**src/rtl/dmem_access_unit.sv**
```systemverilog
`timescale 1ns/1ps
// -----------------------------------------------------------------------------
// dmem_access_unit
// Load/store initiator between the MEM pipeline stage and a single data RAM
// port. It accepts one request at a time, checks alignment, builds byte-lane
// selects and write data for stores, and extends the selected lane for loads.
// Lane order is big-endian: byte offset 0 is bits [31:24] and sel[3].
//
// Parameters
//   WAIT_CYCLES  extra cycles the bus is held before the write/sample cycle (0..15)
//
// Ports
//   clk          clock, rising edge
//   rst          asynchronous reset, active-low
//   req_i        request valid (sampled while idle)
//   op_i         LB/LBU/LH/LHU/LW/SB/SH/SW opcode
//   addr_i       byte address
//   wdata_i      right-justified store data
//   flush_i      pipeline flush
//   busy_o       stall to the pipeline
//   done_o       one-cycle completion pulse
//   rdata_o      extended load result, held until the next load completes
//   exc_ade_o    one-cycle misaligned-address pulse
//   badvaddr_o   faulting address, held until the next exception
//   mem_ce_o     RAM chip enable
//   mem_we_o     RAM write enable
//   mem_sel_o    RAM byte-lane select
//   mem_addr_o   RAM word address
//   mem_data_o   RAM write data
//   mem_data_i   RAM read data (combinational from the RAM)
// -----------------------------------------------------------------------------
module dmem_access_unit #(
    parameter int WAIT_CYCLES = 0
) (
    input  logic        clk,
    input  logic        rst,
    input  logic        req_i,
    input  logic [3:0]  op_i,
    input  logic [31:0] addr_i,
    input  logic [31:0] wdata_i,
    input  logic        flush_i,
    output logic        busy_o,
    output logic        done_o,
    output logic [31:0] rdata_o,
    output logic        exc_ade_o,
    output logic [31:0] badvaddr_o,
    output logic        mem_ce_o,
    output logic        mem_we_o,
    output logic [3:0]  mem_sel_o,
    output logic [31:0] mem_addr_o,
    output logic [31:0] mem_data_o,
    input  logic [31:0] mem_data_i
);

    localparam logic [3:0] OP_LB  = 4'b0000;
    localparam logic [3:0] OP_LBU = 4'b0001;
    localparam logic [3:0] OP_LH  = 4'b0010;
    localparam logic [3:0] OP_LHU = 4'b0011;
    localparam logic [3:0] OP_LW  = 4'b0100;
    localparam logic [3:0] OP_SB  = 4'b1000;
    localparam logic [3:0] OP_SH  = 4'b1001;
    localparam logic [3:0] OP_SW  = 4'b1010;

    localparam logic [3:0] WAIT_INIT = 4'(WAIT_CYCLES);

    typedef enum logic [1:0] {
        S_IDLE,
        S_WAIT,
        S_ACCESS,
        S_DONE
    } state_t;

    function automatic logic op_legal(input logic [3:0] op);
        case (op)
            OP_LB, OP_LBU, OP_LH, OP_LHU, OP_LW, OP_SB, OP_SH, OP_SW: return 1'b1;
            default:                                                  return 1'b0;
        endcase
    endfunction

    function automatic logic op_is_store(input logic [3:0] op);
        case (op)
            OP_SB, OP_SH, OP_SW: return 1'b1;
            default:             return 1'b0;
        endcase
    endfunction

    function automatic logic op_misaligned(input logic [3:0] op, input logic [1:0] off);
        case (op)
            OP_LH, OP_LHU, OP_SH: return off[0];
            OP_LW, OP_SW:         return off != 2'b00;
            default:              return 1'b0;
        endcase
    endfunction

    // Loads always read the whole word; the lane is picked on the way back.
    function automatic logic [3:0] lane_sel(input logic [3:0] op, input logic [1:0] off);
        case (op)
            OP_SB:   return 4'b1000 >> off;
            OP_SH:   return off[1] ? 4'b0011 : 4'b1100;
            default: return 4'b1111;
        endcase
    endfunction

    function automatic logic [31:0] lane_data(input logic [3:0] op, input logic [31:0] wdata);
        case (op)
            OP_SB:   return {4{wdata[7:0]}};
            OP_SH:   return {2{wdata[15:0]}};
            OP_SW:   return wdata;
            default: return 32'd0;
        endcase
    endfunction

    // Byte at offset o lives at bit 8*(3-o); for a 2-bit offset 3-o is ~o.
    function automatic logic [31:0] load_extend(input logic [3:0] op, input logic [1:0] off,
                                                input logic [31:0] word);
        logic signed [7:0]  b;
        logic signed [15:0] h;
        logic signed [31:0] r;
        b = word[{~off, 3'b000} +: 8];
        h = off[1] ? word[15:0] : word[31:16];
        case (op)
            OP_LB:   r = 32'(b);
            OP_LBU:  r = {24'd0, b};
            OP_LH:   r = 32'(h);
            OP_LHU:  r = {16'd0, h};
            default: r = word;
        endcase
        return r;
    endfunction

    state_t      state, state_nxt;
    logic [3:0]  cnt, cnt_nxt;
    logic [3:0]  op_q;
    logic [1:0]  off_q;

    logic        ce_nxt, we_nxt, done_nxt, exc_nxt;
    logic [3:0]  sel_nxt;
    logic [31:0] maddr_nxt, mdata_nxt, rdata_nxt, bad_nxt;

    logic        req_ok, misal, accept, ade;

    assign req_ok = req_i && !flush_i && op_legal(op_i);
    assign misal  = op_misaligned(op_i, addr_i[1:0]);
    assign accept = (state == S_IDLE) && req_ok && !misal;
    assign ade    = (state == S_IDLE) && req_ok && misal;

    always_ff @(posedge clk or negedge rst) begin
        if (!rst) begin
            state      <= S_IDLE;
            cnt        <= 4'd0;
            mem_ce_o   <= 1'b0;
            mem_we_o   <= 1'b0;
            mem_sel_o  <= 4'd0;
            mem_addr_o <= 32'd0;
            mem_data_o <= 32'd0;
            done_o     <= 1'b0;
            exc_ade_o  <= 1'b0;
            badvaddr_o <= 32'd0;
            rdata_o    <= 32'd0;
        end else begin
            state      <= state_nxt;
            cnt        <= cnt_nxt;
            mem_ce_o   <= ce_nxt;
            mem_we_o   <= we_nxt;
            mem_sel_o  <= sel_nxt;
            mem_addr_o <= maddr_nxt;
            mem_data_o <= mdata_nxt;
            done_o     <= done_nxt;
            exc_ade_o  <= exc_nxt;
            badvaddr_o <= bad_nxt;
            rdata_o    <= rdata_nxt;
        end
    end

    // Request attributes needed after the request cycle; no reset required.
    always_ff @(posedge clk) begin
        if (accept) begin
            op_q  <= op_i;
            off_q <= addr_i[1:0];
        end
    end

    always_comb begin
        state_nxt = state;
        cnt_nxt   = cnt;
        // Bus defaults to idle; states that keep it driven say so explicitly.
        ce_nxt    = 1'b0;
        we_nxt    = 1'b0;
        sel_nxt   = 4'd0;
        maddr_nxt = 32'd0;
        mdata_nxt = 32'd0;
        done_nxt  = 1'b0;
        exc_nxt   = 1'b0;
        bad_nxt   = badvaddr_o;
        rdata_nxt = rdata_o;
        busy_o    = 1'b0;

        case (state)
            S_IDLE: begin
                if (accept) begin
                    busy_o    = 1'b1;
                    ce_nxt    = 1'b1;
                    sel_nxt   = lane_sel(op_i, addr_i[1:0]);
                    maddr_nxt = {addr_i[31:2], 2'b00};
                    mdata_nxt = lane_data(op_i, wdata_i);
                    if (WAIT_CYCLES > 0) begin
                        state_nxt = S_WAIT;
                        cnt_nxt   = WAIT_INIT;
                    end else begin
                        state_nxt = S_ACCESS;
                        we_nxt    = op_is_store(op_i);
                    end
                end else if (ade) begin
                    exc_nxt = 1'b1;
                    bad_nxt = addr_i;
                end
            end

            S_WAIT: begin
                busy_o = 1'b1;
                if (flush_i) begin
                    // Abandoned before any write: the bus simply goes idle.
                    state_nxt = S_IDLE;
                    cnt_nxt   = 4'd0;
                end else begin
                    ce_nxt    = 1'b1;
                    sel_nxt   = mem_sel_o;
                    maddr_nxt = mem_addr_o;
                    mdata_nxt = mem_data_o;
                    if (cnt == 4'd1) begin
                        state_nxt = S_ACCESS;
                        cnt_nxt   = 4'd0;
                        we_nxt    = op_is_store(op_q);
                    end else begin
                        cnt_nxt = cnt - 4'd1;
                    end
                end
            end

            S_ACCESS: begin
                // A store is committed at this edge regardless of flush;
                // flush only hides the completion from the pipeline.
                busy_o    = 1'b1;
                state_nxt = S_DONE;
                done_nxt  = !flush_i;
                if (!op_is_store(op_q)) begin
                    rdata_nxt = load_extend(op_q, off_q, mem_data_i);
                end
            end

            S_DONE: begin
                state_nxt = S_IDLE;
            end

            default: begin
                state_nxt = S_IDLE;
            end
        endcase
    end

endmodule

```
**config.mk**
```make
export PLATFORM = sky130hd
export DESIGN_NAME = dmem_access_unit
export DESIGN_NICKNAME = d
export VERILOG_FILES = /design/src/rtl/dmem_access_unit.sv
export SDC_FILE = /design/constraint.sdc
export NUM_CORES = 1
export LEC_CHECK = 0
export ABC_AREA = 1
export CORE_MARGIN = 2
export CORE_UTILIZATION = 25
export CTS_BUF_LIST = sky130_fd_sc_hd__clkbuf_16
export CTS_CLUSTER_DIAMETER = 150
export DETAILED_ROUTE_END_ITERATION = 6
export GPL_TIMING_DRIVEN = 1
export PLACE_DENSITY = 0.49
export SLEW_MARGIN = 20
export SYNTH_ARGS = -nofsm -noshare
export SYNTH_HDL_FRONTEND = slang
export SYNTH_SLANG_ARGS = --single-unit
```
**constraint.sdc**
```tcl
create_clock -name clk -period 4.85 [get_ports clk]
set_clock_uncertainty 0.2 [all_clocks]
set_input_delay 0.97 -clock clk [delete_from_list [all_inputs] [get_ports clk]]
set_output_delay 0.97 -clock clk [all_outputs]
set_load 0.005 [all_outputs]
```
Yosys cells after proc, flatten, opt, wreduce, memory -nomap -nowiden
Memory sizes are Yosys's and may differ from the RTL's.
Cells that the tools add are included.
{ "classes": {"addsub": 1, "mul": 0, "div": 0, "n_lt_le_gt_ge": 0, "eq_ne": 19, "shifts": 2, "mux": 35, "bitwise": 3, "reduce_logical": 18} }
{ "ops": {"columns": ["op", "count"], "rows": [
  ["case mux 32 bit (2 select lines)", 2],
  ["case mux 32 bit (4 select lines)", 1],
  ["2-to-1 mux 32 bit", 3],
  ["case mux 32 bit (3 select lines)", 1],
  ["indexed part select 32 x 6 -> 8 bit", 1],
  ["equality test 4 bit, second input constant", 6],
  ["2-to-1 mux 4 bit", 5],
  ["equality test 4 x 2 -> 1 bit, second input constant", 4],
  ["2-to-1 mux 16 bit", 1],
  ["case mux 4 bit (2 select lines)", 2],
  ["2-to-1 mux 1 bit", 12],
  ["OR reduction 3 bit", 3],
  ["equality test 4 x 1 -> 1 bit, second input constant", 2],
  ["case mux 1 bit (2 select lines)", 4],
  ["case mux 2 bit (4 select lines)", 1],
  ["2-to-1 mux 2 bit", 3],
  ["logical AND 1 bit", 5],
  ["equality test 2 bit, second input constant", 2],
  ["equality test 4 x 3 -> 1 bit, second input constant", 1],
  ["zero test 4 bit", 1],
  ["!= test 2 bit, second input constant", 2],
  ["AND reduction 2 bit", 2],
  ["OR reduction 2 bit", 2],
  [">> shifter 4 x 2 -> 4 bit, first input constant", 1],
  ["other kinds (9)", 11]
]} }
{ "word_totals": {"ff_bits": 148, "latch_bits": 0, "mem_bits_rw": 0, "romBits": 16, "output_inout_bits": 137, "wordCells": 92, "memories": 1} }
{ "memory_table": {"columns": ["name", "depth", "word_bits", "rd", "rd_ports_with_merged_regs", "wr", "line", "rtl"], "rows": [
  ["(no name shown)", 16, 1, 1, 0, 0, "74", "case (op)"]
]} }

Depth between registers and ports, before layout
{ "depth": {"depth_word": 8, "ltp_mapped": 12} }

Least setup slack after synthesis
OpenSTA, ideal clock, no wires.
{ "synth_timing": {"kind": "in2out", "from": "input op_i[3]", "to": "output busy_o", "arrival_time_ps": 1762, "required_ps": 3680, "path_slack_ps": 1918, "cell_stages": 8, "path_buffers": 1, "path_cell_list": "inv_1 -> nor2_4 -> nand2_4 -> nand2_2 -> nand2_2 -> nand3_2 -> buf_2 -> a21oi_1"} }
{ "synth_between": {"elab_chain_cells": 7} }
{ "synth_lines": {"columns": ["item", "line", "rtl"], "rows": [
  ["start: declaration", "38", "input logic [3:0] op_i,"],
  ["equality test 4 bit (tied with other cells)", "88", "case (op)"],
  ["OR reduction 3 bit / OR reduction 2 bit (equally long branches)", "88", null],
  ["case mux 1 bit (2 select lines)", "88", null],
  ["zero test 1 bit", "144", "assign accept = (state == S_IDLE) && req_ok && !misal;"],
  ["logical AND 1 bit *", "144", null],
  ["2-to-1 mux 1 bit *", "200", "if (accept) begin"],
  ["case mux 1 bit (2 select lines) *", "198", "case (state)"],
  ["end: declaration", "42", "output logic busy_o,"]
]} }
Every way passes the cells marked *; elsewhere a longest branch is shown, timed or not.

Final worst setup path
Ends and elaborated chain as after synthesis.

==> run_results.csv <==
group,metric,value,unit
outcome,status,"finished, final reports clean",
worst_setup_path,crit_type,"input port to output port",
sta,final-hold-violation-count,0,
global_routing,grt_pass1_wl,38.0,mm
worst_setup_path,crit_path_max_fanout,10,
yosys,synth-async-reset-ratio,0.959,
yosys,synth.avg_cell_area,8.14,um^2
detailed_routing,num_vias,6559,
clocking,clk_latency,0.42,ns
yosys,synth_edf_count,6,
sta,rsz0062_at_grt,"false",
final_layout,area_growth,45.9,%
clocking,cts_hold_buf,0,
detailed_routing,drc,0,
global_routing,grt_util_all_layers,0.168,
detailed_routing,wl,24.7,mm
floorplanning,ios,241,
yosys,seq_area_frac_synth,0.522,
detailed_routing,firstDrtPassIters,4,
floorplanning,initial_utilization,0.254,
sta,max_freq,257,MHz
pwr,p_leak,4.85,nW
pwr,vdd.ir_drop.worst,0.214,mV
pwr,switching_share,0.338,
clocking,cts.path.max_buffers,2,
floorplanning,num_rows,61,
flow_run,cap_viol_max_count,0,
clocking,cts-resized-gates,0,
yosys,synth.largest_area_cell,"dfrtp_1",
worst_setup_path,end_kind,"output port",
final_layout,layout.nets,1195,
detailed_routing,route.met3.wl,1.62,mm
clocking,post_cts_buffers,0,
yosys,synth_most_common_cell,"nand2_1",
global_routing,grt_pass1_vias,6581,
min_path,hold_path_class,"flop to flop",
sta,finalWorstSetupSlack,0.961,ns
sta,setup_violations,0,
sta,fin_crit_sh,0.802,
clocking,clock-sinks,146,
global_routing,grt_overflow,0,
clocking,clk_pin_slew_worst_paths,0.06,ns
yosys,synthCells,867,
clocking,cts_tree,"done",
detailed_routing,wl_per_cell,16.8,um
place,port_buffers,238,
yosys,ys_warn_count,0,
detailed_routing,route.met2.wl,11.4,mm
yosys,synth_ff_type,"dfrtp_1",
worst_setup_path,critPathArrivalTime,2.72,ns
pwr,internal_power,3.05,mW
global_routing,antenna_found_initial,0,
yosys,yosysTopAreaCellShare,0.496,
pwr,p_seq_frac,0.370,
pwr,powerDensity,447,mW/mm^2
sta,tns,0,ns
sta,slew_violations,0,
global_routing,grt_max_degree,89,
floorplanning,fp.dieArea,0.0296,mm^2
pwr,pwr-share-comb,0.340,
pwr,report.power.total,4.60,mW
pwr,p_sw,1.55,mW
yosys,synthesis.area,0.00706,mm^2
final_layout,diodes,0,
detailed_routing,drt_iter0_drc,404,
place,pre_cts_slack,0.940,ns
worst_setup_path,start_kind,"input port",
clocking,root_buffer,"clkbuf_16",
pwr,clkPwrFrac,0.290,
detailed_routing,top_layer_used,"met4",
floorplanning,core_area,0.0278,mm^2
clocking,cts_buffers,17,
detailed_routing,ant_nets,0,
place,gp_congestion,0.772,
worst_setup_path,worstPathRequired,3.68,ns
yosys,synthTopCellsByArea,"dfrtp_1 50%, nand2_1 18%, nand3_1 4.5%",
final_layout,drive_gt1_frac,0.0774,
floorplanning,die_h,172,um
yosys,synth_common_cells,"330 x nand2_1, 140 x dfrtp_1, 64 x nand3_1, 59 x inv_1",
floorplanning,die_w,172,um
detailed_routing,via_per_inst,4.44,
yosys,synth_cell_types,31,
clocking,htreeDepth,4,
sta,slew_headroom,0.349,
place,dpl.hpwl,17.1,mm
yosys,yosys_register_bits,146,
sta,tightest_slew,0.976,ns
sta,layout_min_cycle_time,3.89,ns
detailed_routing,wl_met1,11.4,mm
worst paths after layout:
check                                                  end  slack [ns]                       start  cells past startpoint
worst max-delay path                                busy_o        0.96                     op_i[3]                      9
worst min register to register  mem_addr_o[23]$_DFFE_PN0N_        0.28  mem_addr_o[23]$_DFFE_PN0N_                      2
worst max register to register           op_q[3]$_DFFE_PN_        2.11        state[0]$_DFFE_PN0P_                      9
max in group asynchronous        mem_addr_o[5]$_DFFE_PN0N_        3.21                         rst                      2
worst min-delay path            mem_addr_o[23]$_DFFE_PN0N_        0.28  mem_addr_o[23]$_DFFE_PN0N_                      2
min in group asynchronous          rdata_o[18]$_DFFE_PN0P_        0.42                         rst                      1
power groups by stage:
stage          Combinational [mW]  Sequential (mW)  Clock, mW
6_report                     1.57             1.70       1.33
5_1_grt                      1.76             1.74       1.42
4_1_cts                      1.60             1.70       1.37
3_5_place_dp                 1.59             1.72          0
3_3_place_gp                 1.58             1.72          0
2_1_floorplan               0.687             1.73          0
per-layer routing:
| layer | track usage | up-vias |
|---|---|---|
| met4 | 0.0384 | 0 |
| met1 | 0.228 | 3143 |
| met5 | 0 | - |
| met2 | 0.268 | 207 |
| met3 | 0.0474 | 14 |
| li1 | - | 3195 |
per-stage QoR:
step	hold slack, ns	area (um^2)	cells	util
after floorplan	0.272	7060	868	-
after global placement	0.262	9710	1444	0.349
after detailed placement	0.265	9710	1444	0.349
after CTS	0.283	10300	1476	0.371
after global routing	0.289	10300	1476	0.371
final	0.280	10300	1476	0.371
worst max-delay path, stage by stage:
cell	delay [ns]
clkdlybuf4s50_1	0.49
inv_1	0.17
nor2_4	0.07
nand2_4	0.13
nand2_2	0.06
nand2_2	0.08
nand3_2	0.08
a21oi_1	0.13
clkdlybuf4s50_1	0.54
cells in the final DEF (no fill, tap or decap), types with 4 or more instances in the layout:
cell type,count
inv_8,6
a21oi_1,30
nand2_4,4
o21ai_2,21
nand3_1,64
ha_1,6
a31oi_1,8
edfxtp_1,6
nor2_4,4
o21bai_1,16
nor2_1,48
inv_1,59
buf_4,6
a211oi_1,7
clkdlybuf4s50_1,237
clkbuf_16,17
dfrtp_1,140
o21ai_0,48
nand2_2,6
inv_2,6
nand2_1,330
flip-flops by register name (all words and copies together) (netlist names), 2 cells and up:
name and flops:
mem_sel_o 4, mem_data_o 32, off_q 2, rdata_o 32
state 2, cnt 4, op_q 4, mem_addr_o 30
badvaddr_o 32
kinds of logic after synthesis:
family          Yosys count  share of synthesized area
compound gates          140                      0.122
xor+xnor                  2                    0.00248
fa+ha+maj                 6                     0.0106
buf+inv                 113                     0.0752
flops                   146                      0.522
other cells               1                   0.000531
simple gates            459                      0.267
area by class of cell:
type                            instances  area [um^2]
Fill cell                            2909        17500
Sequential cell                       146         3680
Multi-Input combinational cell        609         2850
Timing Repair Buffer                  245         2450
Tap cell                              378          473
Clock buffer                           17          425
Inverter                               66          249
Clock inverter                         15          165
Note: power is estimated with default switching activity, not from simulation.
